`src/rtl/move_tx.sv`:
```
// move_tx: serializes one (row, col) move onto the game-core pin bus and waits for the echo.
// Ports: clk, rst, req_* handshake, ack_row/ack_col, pins, busy/done/err/err_code. Macro: MOVE_TX_RETRY_EN.
module move_tx #(
  parameter int ROW_HOLD    = 2,
  parameter int GAP_HOLD    = 1,
  parameter int COL_HOLD    = 2,
  parameter int ACK_TIMEOUT = 16
) (
  input  logic       clk,
  input  logic       rst,
  input  logic       req_valid,
  output logic       req_ready,
  input  logic [2:0] req_row,
  input  logic [2:0] req_col,
  input  logic [2:0] ack_row,
  input  logic [2:0] ack_col,
  output logic [7:0] pins,
  output logic       busy,
  output logic       done,
  output logic       err,
  output logic [1:0] err_code
);

  localparam int HMAX0 = (ROW_HOLD > GAP_HOLD) ? ROW_HOLD : GAP_HOLD;
  localparam int HMAX  = (HMAX0 > COL_HOLD) ? HMAX0 : COL_HOLD;
  localparam int CW    = $clog2(HMAX) + 1;
  localparam int TW    = $clog2(ACK_TIMEOUT) + 1;

  localparam logic [2:0] S_IDLE = 3'd0;
  localparam logic [2:0] S_ROW  = 3'd1;
  localparam logic [2:0] S_GAP  = 3'd2;
  localparam logic [2:0] S_COL  = 3'd3;
  localparam logic [2:0] S_WAIT = 3'd4;

  localparam logic [7:0] IDLE_PAT = 8'hFF;

  localparam logic [CW-1:0] ROW_LAST = CW'(ROW_HOLD - 1);
  localparam logic [CW-1:0] GAP_LAST = CW'(GAP_HOLD - 1);
  localparam logic [CW-1:0] COL_LAST = CW'(COL_HOLD - 1);
  localparam logic [TW-1:0] TMR_LAST = TW'(ACK_TIMEOUT - 1);

  logic [2:0]    state;
  logic [2:0]    row_q;
  logic [2:0]    col_q;
  logic [CW-1:0] cnt;
  logic [TW-1:0] tmr;
  logic          match;

  // k=1 selects nothing on the bus; k=2..7 walks a single one upward.
  function automatic logic [7:0] enc(input logic [2:0] k);
    if (k == 3'd1) enc = 8'h00;
    else           enc = 8'h01 << (k - 3'd2);
  endfunction

  assign req_ready = (state == S_IDLE);
  assign busy      = (state != S_IDLE);
  assign match     = (ack_row == row_q) && (ack_col == col_q);

`ifdef MOVE_TX_RETRY_EN
  logic retried;
`endif

  always_ff @(posedge clk) begin
    if (rst) begin
      state    <= S_IDLE;
      pins     <= IDLE_PAT;
      done     <= 1'b0;
      err      <= 1'b0;
      err_code <= 2'b00;
      row_q    <= 3'd0;
      col_q    <= 3'd0;
      cnt      <= '0;
      tmr      <= '0;
`ifdef MOVE_TX_RETRY_EN
      retried  <= 1'b0;
`endif
    end else begin
      done <= 1'b0;
      err  <= 1'b0;
      unique case (state)
        S_IDLE: begin
`ifdef MOVE_TX_RETRY_EN
          retried <= 1'b0;
`endif
          if (req_valid) begin
            if (req_row == 3'd0 || req_row == 3'd7) begin
              err      <= 1'b1;
              err_code <= 2'b01;
            end else if (req_col == 3'd0) begin
              err      <= 1'b1;
              err_code <= 2'b10;
            end else begin
              row_q <= req_row;
              col_q <= req_col;
              pins  <= enc(req_row);
              cnt   <= '0;
              state <= S_ROW;
            end
          end
        end
        S_ROW: begin
          if (cnt == ROW_LAST) begin
            pins  <= IDLE_PAT;
            cnt   <= '0;
            state <= S_GAP;
          end else begin
            cnt <= cnt + 1'b1;
          end
        end
        S_GAP: begin
          if (cnt == GAP_LAST) begin
            pins  <= enc(col_q);
            cnt   <= '0;
            state <= S_COL;
          end else begin
            cnt <= cnt + 1'b1;
          end
        end
        S_COL: begin
          if (cnt == COL_LAST) begin
            pins  <= IDLE_PAT;
            cnt   <= '0;
            tmr   <= '0;
            state <= S_WAIT;
          end else begin
            cnt <= cnt + 1'b1;
          end
        end
        S_WAIT: begin
          // A match on the expiry cycle wins over the timeout.
          if (match) begin
            done  <= 1'b1;
            state <= S_IDLE;
          end else if (tmr == TMR_LAST) begin
`ifdef MOVE_TX_RETRY_EN
            if (!retried) begin
              retried <= 1'b1;
              pins    <= enc(row_q);
              cnt     <= '0;
              state   <= S_ROW;
            end else begin
              err      <= 1'b1;
              err_code <= 2'b11;
              state    <= S_IDLE;
            end
`else
            err      <= 1'b1;
            err_code <= 2'b11;
            state    <= S_IDLE;
`endif
          end else begin
            tmr <= tmr + 1'b1;
          end
        end
        default: begin
          pins  <= IDLE_PAT;
          state <= S_IDLE;
        end
      endcase
    end
  end

endmodule

```
`config.mk`:
```
export PLATFORM = sky130hd
export DESIGN_NAME = move_tx
export DESIGN_NICKNAME = d
export VERILOG_FILES = /design/src/rtl/move_tx.sv
export SDC_FILE = /design/constraint.sdc
export NUM_CORES = 1
export LEC_CHECK = 0
export CAP_MARGIN = 20
export CORE_ASPECT_RATIO = 1.25
export CORE_MARGIN = 10
export CORE_UTILIZATION = 35
export CTS_CLUSTER_DIAMETER = 200
export DETAILED_ROUTE_END_ITERATION = 12
export DONT_BUFFER_PORTS = 1
export PLACE_DENSITY = 0.53
export SETUP_SLACK_MARGIN = 0.2
export SYNTH_ARGS = -nofsm -noshare
export SYNTH_HDL_FRONTEND = slang
export SYNTH_SLANG_ARGS = --single-unit
```
`constraint.sdc`:
```
create_clock -name clk -period 3 [get_ports clk]
set_input_delay 0.45 -clock clk [delete_from_list [all_inputs] [get_ports clk]]
set_output_delay 0.45 -clock clk [all_outputs]
set_load 0.005 [all_outputs]
```
Word level (Yosys, flattened, before mapping)
Index checks and enable logic that the tools add are counted.
{"block": "totals", "output_inout_bits": 14, "mem_count": 0, "wordCells": 99, "romBits": 0, "ff_bits": 28, "latch_bits": 0, "ram_bits": 0}
{"block": "classes", "muxes": 40, "n_addsub": 4, "magnitude_cmp": 0, "div": 0, "n_mul": 0, "shift": 2, "n_bitwise": 3, "n_eq_ne": 23, "reduce_logical": 18}
{"cell": "$mux 8", "count": 7}
{"cell": "$pmux 8 s4", "count": 1}
{"cell": "$mux 3", "count": 8}
{"cell": "$mux 2", "count": 10}
{"cell": "$ne 2x2->1 const B", "count": 9}
{"cell": "$shl 1x3->8 const A", "count": 2}
{"cell": "$mux 5", "count": 3}
{"cell": "$pmux 3 s5", "count": 1}
{"cell": "$reduce_and 4->1", "count": 3}
{"cell": "$pmux 5 s2", "count": 1}
{"cell": "$eq 3x1->1 const B", "count": 3}
{"cell": "$logic_not 3->1", "count": 3}
{"cell": "$reduce_and 7->1", "count": 1}
{"cell": "$eq 3x2->1 const B", "count": 2}
{"cell": "$eq 3x3->1", "count": 2}
{"cell": "$eq 3x3->1 const B", "count": 2}
{"cell": "$mux 1", "count": 6}
{"cell": "$pmux 2 s3", "count": 1}
{"cell": "$reduce_and 6->1", "count": 1}
{"cell": "$reduce_bool 3->1", "count": 2}
{"cell": "$sub 3x2->3 const B", "count": 2}
{"cell": "$add 5x1->5 const B", "count": 1}
{"cell": "$eq 5x4->1 const B", "count": 1}
{"cell": "$reduce_and 5->1", "count": 1}
{"cell": "13 further kinds", "count": 17}

Logic depth before layout (Yosys ltp)
Gate-level depths: netlist (run 1).
{"block": "logic_depth", "word_depth": 7, "ltp_mapped": 7}

Least setup slack after synthesis (run 1)
No wires, ideal clock.
{"block": "synth_timing", "path_type": "register to register", "from": "reg tmr[0]", "to": "reg tmr[0]", "setup_time_ns": 0.121, "period_less_slack_ns": 1.868, "setup_slack_ns": 1.132, "t_arrival_ns": 1.747, "stages_incl_launch_ff": 8, "required_ns": 2.879, "path_buffers": 0, "cell_sequence": "dfxtp_1 ha_1 and3_1 ha_1 nor4b_2 nor2_1 a21oi_1 mux2_2"}
{"block": "synth_via", "elab_chain_cells": 4, "elab_cells_between_ends": 7, "cone_classes": "1 x add/sub; 2 x eq/ne; 3 x mux; 1 x reduce/logical"}
{"item": "from (decl)", "line": "46", "text": "logic [TW-1:0] tmr;"}
{"item": "from (signal assigned)", "line": "152", "text": "tmr <= tmr + 1'b1;"}
{"item": "$add 5x1->5", "line": "152"}
{"item": "$mux 5", "line": "134", "text": "end else if (tmr == TMR_LAST) begin"}
{"item": "$mux 5", "line": "131", "text": "if (match) begin"}
{"item": "$pmux 5 s2", "line": "80", "text": "unique case (state)"}
Several ways; a longest one is shown, not always the timed one. The select of a mux whose other input is x is not followed.
A chain may end at the register's enable or synchronous reset.

Final worst setup path (run 1)
Ends and elaborated chain as after synthesis.

==> results of run 1 <==
-- state kept, by name, summed over array words and instances, names as in the netlist --
register,count
cnt,2
state,3
err_code,2
pins,8
err,1
tmr,5
row_q,3
col_q,3
done,1
-- cells by family (layout without fill, tap and decap cells) --
kind of cell	Yosys count	after routing	share of synthesized area
AND/OR/NAND/NOR	69	69	0.240
AO/OA/AOI/OAI	36	36	0.196
XOR/XNOR	7	7	0.0366
adder cells (fa/ha/maj)	6	6	0.0448
multiplexers	14	14	0.0843
flip-flops	28	28	0.334
buffers and inverters	23	14	0.0649
-- area by class of cell --
type,instances,area (um2)
flip-flops and latches,28,561
clock buffers,4,55.1
multi-input cells,132,1010
fillers,488,2960
inverters,10,37.5
well taps,60,75.1
-- stage by stage --
step	instances	util	area [um2]	worst slack (ps)	power (mW)
after floorplan	183	-	1680	1130	0.576
after global placement	230	0.358	1680	962	0.595
after detailed placement	230	0.358	1680	960	0.599
after CTS	234	0.370	1740	939	0.833
after global routing	234	0.370	1740	821	0.878
final	234	0.370	1740	951	0.820
-- synth_stat cells, types with 3 or more instances --
| master | n | area share |
|---|---|---|
| ha_1 | 6 | 0.045 |
| clkbuf_1 | 3 | 0.0067 |
| xor2_1 | 6 | 0.031 |
| or3_1 | 4 | 0.015 |
| inv_1 | 8 | 0.018 |
| dfxtp_1 | 28 | 0.33 |
| mux2i_1 | 13 | 0.078 |
| a2111o_1 | 3 | 0.020 |
| buf_2 | 6 | 0.018 |
| a21oi_1 | 4 | 0.012 |
| nor2_1 | 26 | 0.058 |
| nand2_1 | 11 | 0.025 |
| nand4_1 | 3 | 0.011 |
| a221oi_1 | 6 | 0.031 |
| nor3_1 | 4 | 0.012 |
-- worst paths after layout --
path | start | slack, ps | to | cells past startpoint
max | tmr[0]$_SDFFE_PP0P_ | 950 | tmr[0]$_SDFFE_PP0P_ | 7
min reg2reg | tmr[3]$_SDFFE_PP0P_ | 480 | tmr[3]$_SDFFE_PP0P_ | 2
min | rst | 230 | err$_SDFF_PP0_ | 1
max reg2reg | tmr[0]$_SDFFE_PP0P_ | 950 | tmr[0]$_SDFFE_PP0P_ | 7
-- worst max-delay path: cells and delay by family (launching register included) --
family	cells	cell delay, ps
AND/OR/NAND/NOR	3	650
adder cells (fa/ha/maj)	2	420
flip-flops	1	350
multiplexers	1	350
AO/OA/AOI/OAI	1	190
-- layer usage --
metal,track usage,vias up,part of all wire
met1,0.129,602,0.44
met4,0.0394,0,0.015
li1,-,648,-
met2,0.155,31,0.47
met3,0.0343,5,0.076
met5,0,-,0
-- where the power goes --
group	internal (mW)	switching, mW
Clock	0.117	0.114
Sequential	0.404	0.0374
Combinational	0.0672	0.0804
Total	0.588	0.232
==> flow_summary.toml, run 1 <==
[critical_path]
timing_worst_setup_path_type = "flip-flop to flip-flop"
cp_data_required_time_ps = 3170
arrival_ps = 2220
worstPathMaxFanout = 5
cpPeakStageDelay_ps = 350
start_kind = "flip-flop"
crit_slowest_cell = "dfxtp_1"
worstSetupEndpointType = "flip-flop"
crit_path_frequent_cell = "ha_1"
path_cells = "ha_1 -> and3_1 -> ha_1 -> nor4b_2 -> nor2_1 -> a21oi_1 -> mux2_2"

[cts]
clockRootBuffer = "clkbuf_8"
cts_sinks = 28
cts_buffers = 3
cts_buffer_depth = 2
postCtsHoldBufs = 0
h-tree-depth = 1
clk_latency_ps = 270
clkTransAtPathRegs_ps = 90
post-cts-setup-buffer-count = 0
cts_tree = "yes"
cts_resized = 0

[floorplanning]
die_w_um = 81.9
placementRows = 28
io_pins = 29
fp.dieArea_um2 = 7980
start_util = 0.357
coreArea_um2 = 4690
die_y_um = 97.4

[power]
p_leak_nw = 0.647
powerDensity_nw_per_um2 = 473
ir_worst_vdd_mv = 0.242

[cells_and_area]
final_cell_mix = "dfxtp_1 (28), nor2_1 (26), mux2i_1 (13), nand2_1 (11), inv_1 (8)"
finish.net_count = 196
antenna_cells = 0
synthToLayoutAreaGrowth_pct = 3.51
final_layout_size_suffix_gt1_frac = 0.109
final_common_cell = "dfxtp_1"

[drt]
totalWireLength_um = 3900
num_vias = 1286
drt_pass1_iterations = 4
routedWlPerCell_um = 16.7
drtAntennaViolNets = 0
viasPerCell = 5.50
drt-initial-drc-count = 83
drcViolationCount = 0

[placed_design]
gp_congestion = 0.789
io_buffer_count = 0
place_hpwl_um = 2960

[logic_synthesis]
synth_nets = 204
netlist_instances = 183
avgSynthCellArea_um2 = 9.16
synth_edf_count = 0
netlist_area_um2 = 1680
synth-async-reset-ratio = 0
synth_top_flop_cell = "dfxtp_1"
seq_area_frac_synth = 0.334
yosysWarnings = 0
synth_cell_type_count = 53
synth-seq-cells = 28

[sta]
hold_ws_ps = 233
setup_viol = 0
worst_pin_slew_ps = 612
skew_ps = 5.82
fmax_mhz = 488
fin_crit_ps = 2050
relSlewSlack = 0.591
hold_viol_final = 0
rsz0062_at_grt = "false"
setup_tns_ps = 0
maxSlewViolCount = 0
finalCritPeriodShare = 0.683

[worst_hold_path]
hp-class = "input port to flip-flop"

[flow_run]
max_cap_violations = 0

[global_route]
antenna_found_initial = 0
grt_pass1_wl_um = 6530
overflow = 0
grt_usage = 0.102
first_global_vias = 1263
grt_max_degree = 32

[outcome]
status = "complete, no violations"
(Power assumes the default switching activity.)
==> run 2: changes to the inputs <==
clock period = 2.1 ns   (was 3 ns; I/O delays follow)
==> flow_summary.toml, run 2 (synthesized netlist as in run 1, its figures left out) <==
[power]
seqPwrFrac = 0.488
p_leak_nw = 0.712
power_switching_mw = 0.341
p_sw_frac = 0.266
clkPwrFrac = 0.331
total_power_mw = 1.28
p_int_mw = 0.938
ir_worst_vdd_mv = 0.404
powerDensity_nw_per_um2 = 676
share_comb_of_total_power = 0.181

[worst_hold_path]
holdPathStages = 1
worstHoldStart = "rst"
hp-class = "input port to flip-flop"
min_to = "tmr[1]$_SDFFE_PP0P_"

[sta]
fin_crit_ps = 1820
skew_ps = 10.6
fmax_mhz = 548
hold_viol_final = 0
setup_tns_ps = 0
relSlewSlack = 0.640
rsz0062_at_grt = "false"
setup_viol = 0
worst_pin_slew_ps = 537
finalCritPeriodShare = 0.869
hold_ws_ps = 92.4
maxSlewViolCount = 0

[critical_path]
timing_worst_setup_path_type = "flip-flop to flip-flop"
cp_data_required_time_ps = 2270
cpPeakStageDelay_ps = 340
reg2reg_from = "tmr[0]$_SDFFE_PP0P_"
start_kind = "flip-flop"
path_depth = 7
crit_buf_inv = 0
ff2ff_path_depth = 7
path_delay_family = "simple AND/OR/NAND/NOR gates"
worstPathMaxFanout = 5
path_cells = "ha_2 -> and3_4 -> ha_4 -> nor4b_4 -> nor2_4 -> a21oi_2 -> mux2_4"
ff2ff_setup_slack_ps = 280
worstSetupEndpointType = "flip-flop"
crit_slowest_cell = "dfxtp_2"
reg2reg_to = "tmr[0]$_SDFFE_PP0P_"
arrival_ps = 2000

[placed_design]
place_hpwl_um = 3050
gp_congestion = 0.800
io_buffer_count = 0
dp.cells = 235
dpl_cell_area_um2 = 1720

[cts]
cts_buffers = 3
clk_latency_ps = 280
clockRootBuffer = "clkbuf_8"
cts_sinks = 28
cts_buffer_depth = 2
cts_tree = "yes"
clkTransAtPathRegs_ps = 100
h-tree-depth = 1
postCtsHoldBufs = 0

[drt]
num_vias = 1343
drt-initial-drc-count = 45
routedWlPerCell_um = 16.7
drcViolationCount = 0
drtAntennaViolNets = 0
viasPerCell = 5.50
drt_pass1_iterations = 4
totalWireLength_um = 4060

[cells_and_area]
largest_reg_flops = 8
antenna_cells = 0
final_layout_size_suffix_gt1_frac = 0.201
seq_area_um2 = 563
multi_input_area_um2 = 1070
finish.net_count = 206
reg_top3 = "pins x8, tmr x5"
final_cell_mix = "dfxtp_1 (26), nor2_1 (25), mux2i_1 (13), nand2_1 (11), buf_4 (10)"
synthToLayoutAreaGrowth_pct = 12.8
stdcell_area_um2 = 1890
top_register = "pins"
final_common_cell = "dfxtp_1"
nFillCells = 484
final_cells = 244

[global_route]
grt_pass1_wl_um = 6910
grt_max_degree = 32
first_global_vias = 1395
grt_usage = 0.106
antenna_found_initial = 0
overflow = 0

[floorplanning]
die_y_um = 97.4
fp.dieArea_um2 = 7980
io_pins = 29
coreArea_um2 = 4690
die_w_um = 81.9
start_util = 0.357
placementRows = 28

[flow_run]
max_cap_violations = 0

[outcome]
status = "complete, no violations"
==> run 2: per-layer routing <==
layer	routed length, um	global-route usage	vias up
met5	0	0	-
met4	29	0.0354	0
met3	378	0.0407	2
met2	2040	0.173	28
met1	1620	0.122	643
li1	-	-	670
==> run 2: power by group through the flow <==
| stage | Clock [mW] | Sequential (mW) | Combinational, mW |
|---|---|---|---|
| finish | 0.424 | 0.623 | 0.231 |
| global placement | 0 | 0.635 | 0.216 |
| floorplan | 0 | 0.612 | 0.211 |
| CTS | 0.433 | 0.625 | 0.226 |
| global route | 0.463 | 0.634 | 0.261 |
| detailed placement | 0 | 0.637 | 0.223 |
==> run 2: how the worst max path moves through the flow <==
stage	start	to	slack, ps
6_report	tmr[0]$_SDFFE_PP0P_	tmr[0]$_SDFFE_PP0P_	280
5_1_grt	tmr[0]$_SDFFE_PP0P_	tmr[0]$_SDFFE_PP0P_	200
4_1_cts	tmr[0]$_SDFFE_PP0P_	tmr[0]$_SDFFE_PP0P_	210
3_5_place_dp	tmr[0]$_SDFFE_PP0P_	tmr[0]$_SDFFE_PP0P_	50
3_3_place_gp	tmr[0]$_SDFFE_PP0P_	tmr[0]$_SDFFE_PP0P_	170
2_1_floorplan	tmr[0]$_SDFFE_PP0P_	tmr[0]$_SDFFE_PP0P_	230
==> run 2: stage by stage <==
stage / worst slack [ps] / util
6_report: 276 / 0.403
5_1_grt: 200 / 0.403
4_1_cts: 209 / 0.393
3_5_place_dp: 48.0 / 0.366
3_3_place_gp: 166 / 0.366
2_1_floorplan: 232 / -
==> run 2: timing repair <==
item	CTS	global route
pin swaps	4	5
buffers inserted	4	1
resized for setup	8	6
setup endpoints to repair	3	7
==> run 2: worst register-to-register path, cell delays in order, from the launching register on <==
cell     delay [ps]
dfxtp_2         340
ha_2            180
and3_4          170
ha_4            160
nor4b_4         320
nor2_4           80
a21oi_2         160
mux2_4          310
==> run 2: final cells by class <==
class                           count  share of cell area
Multi-Input combinational cell    132               0.565
Tap cell                           60              0.0397
Inverter                           10              0.0199
Clock buffer                        3              0.0218
Timing Repair Buffer               10              0.0397
Clock inverter                      1              0.0159
Sequential cell                    28               0.298
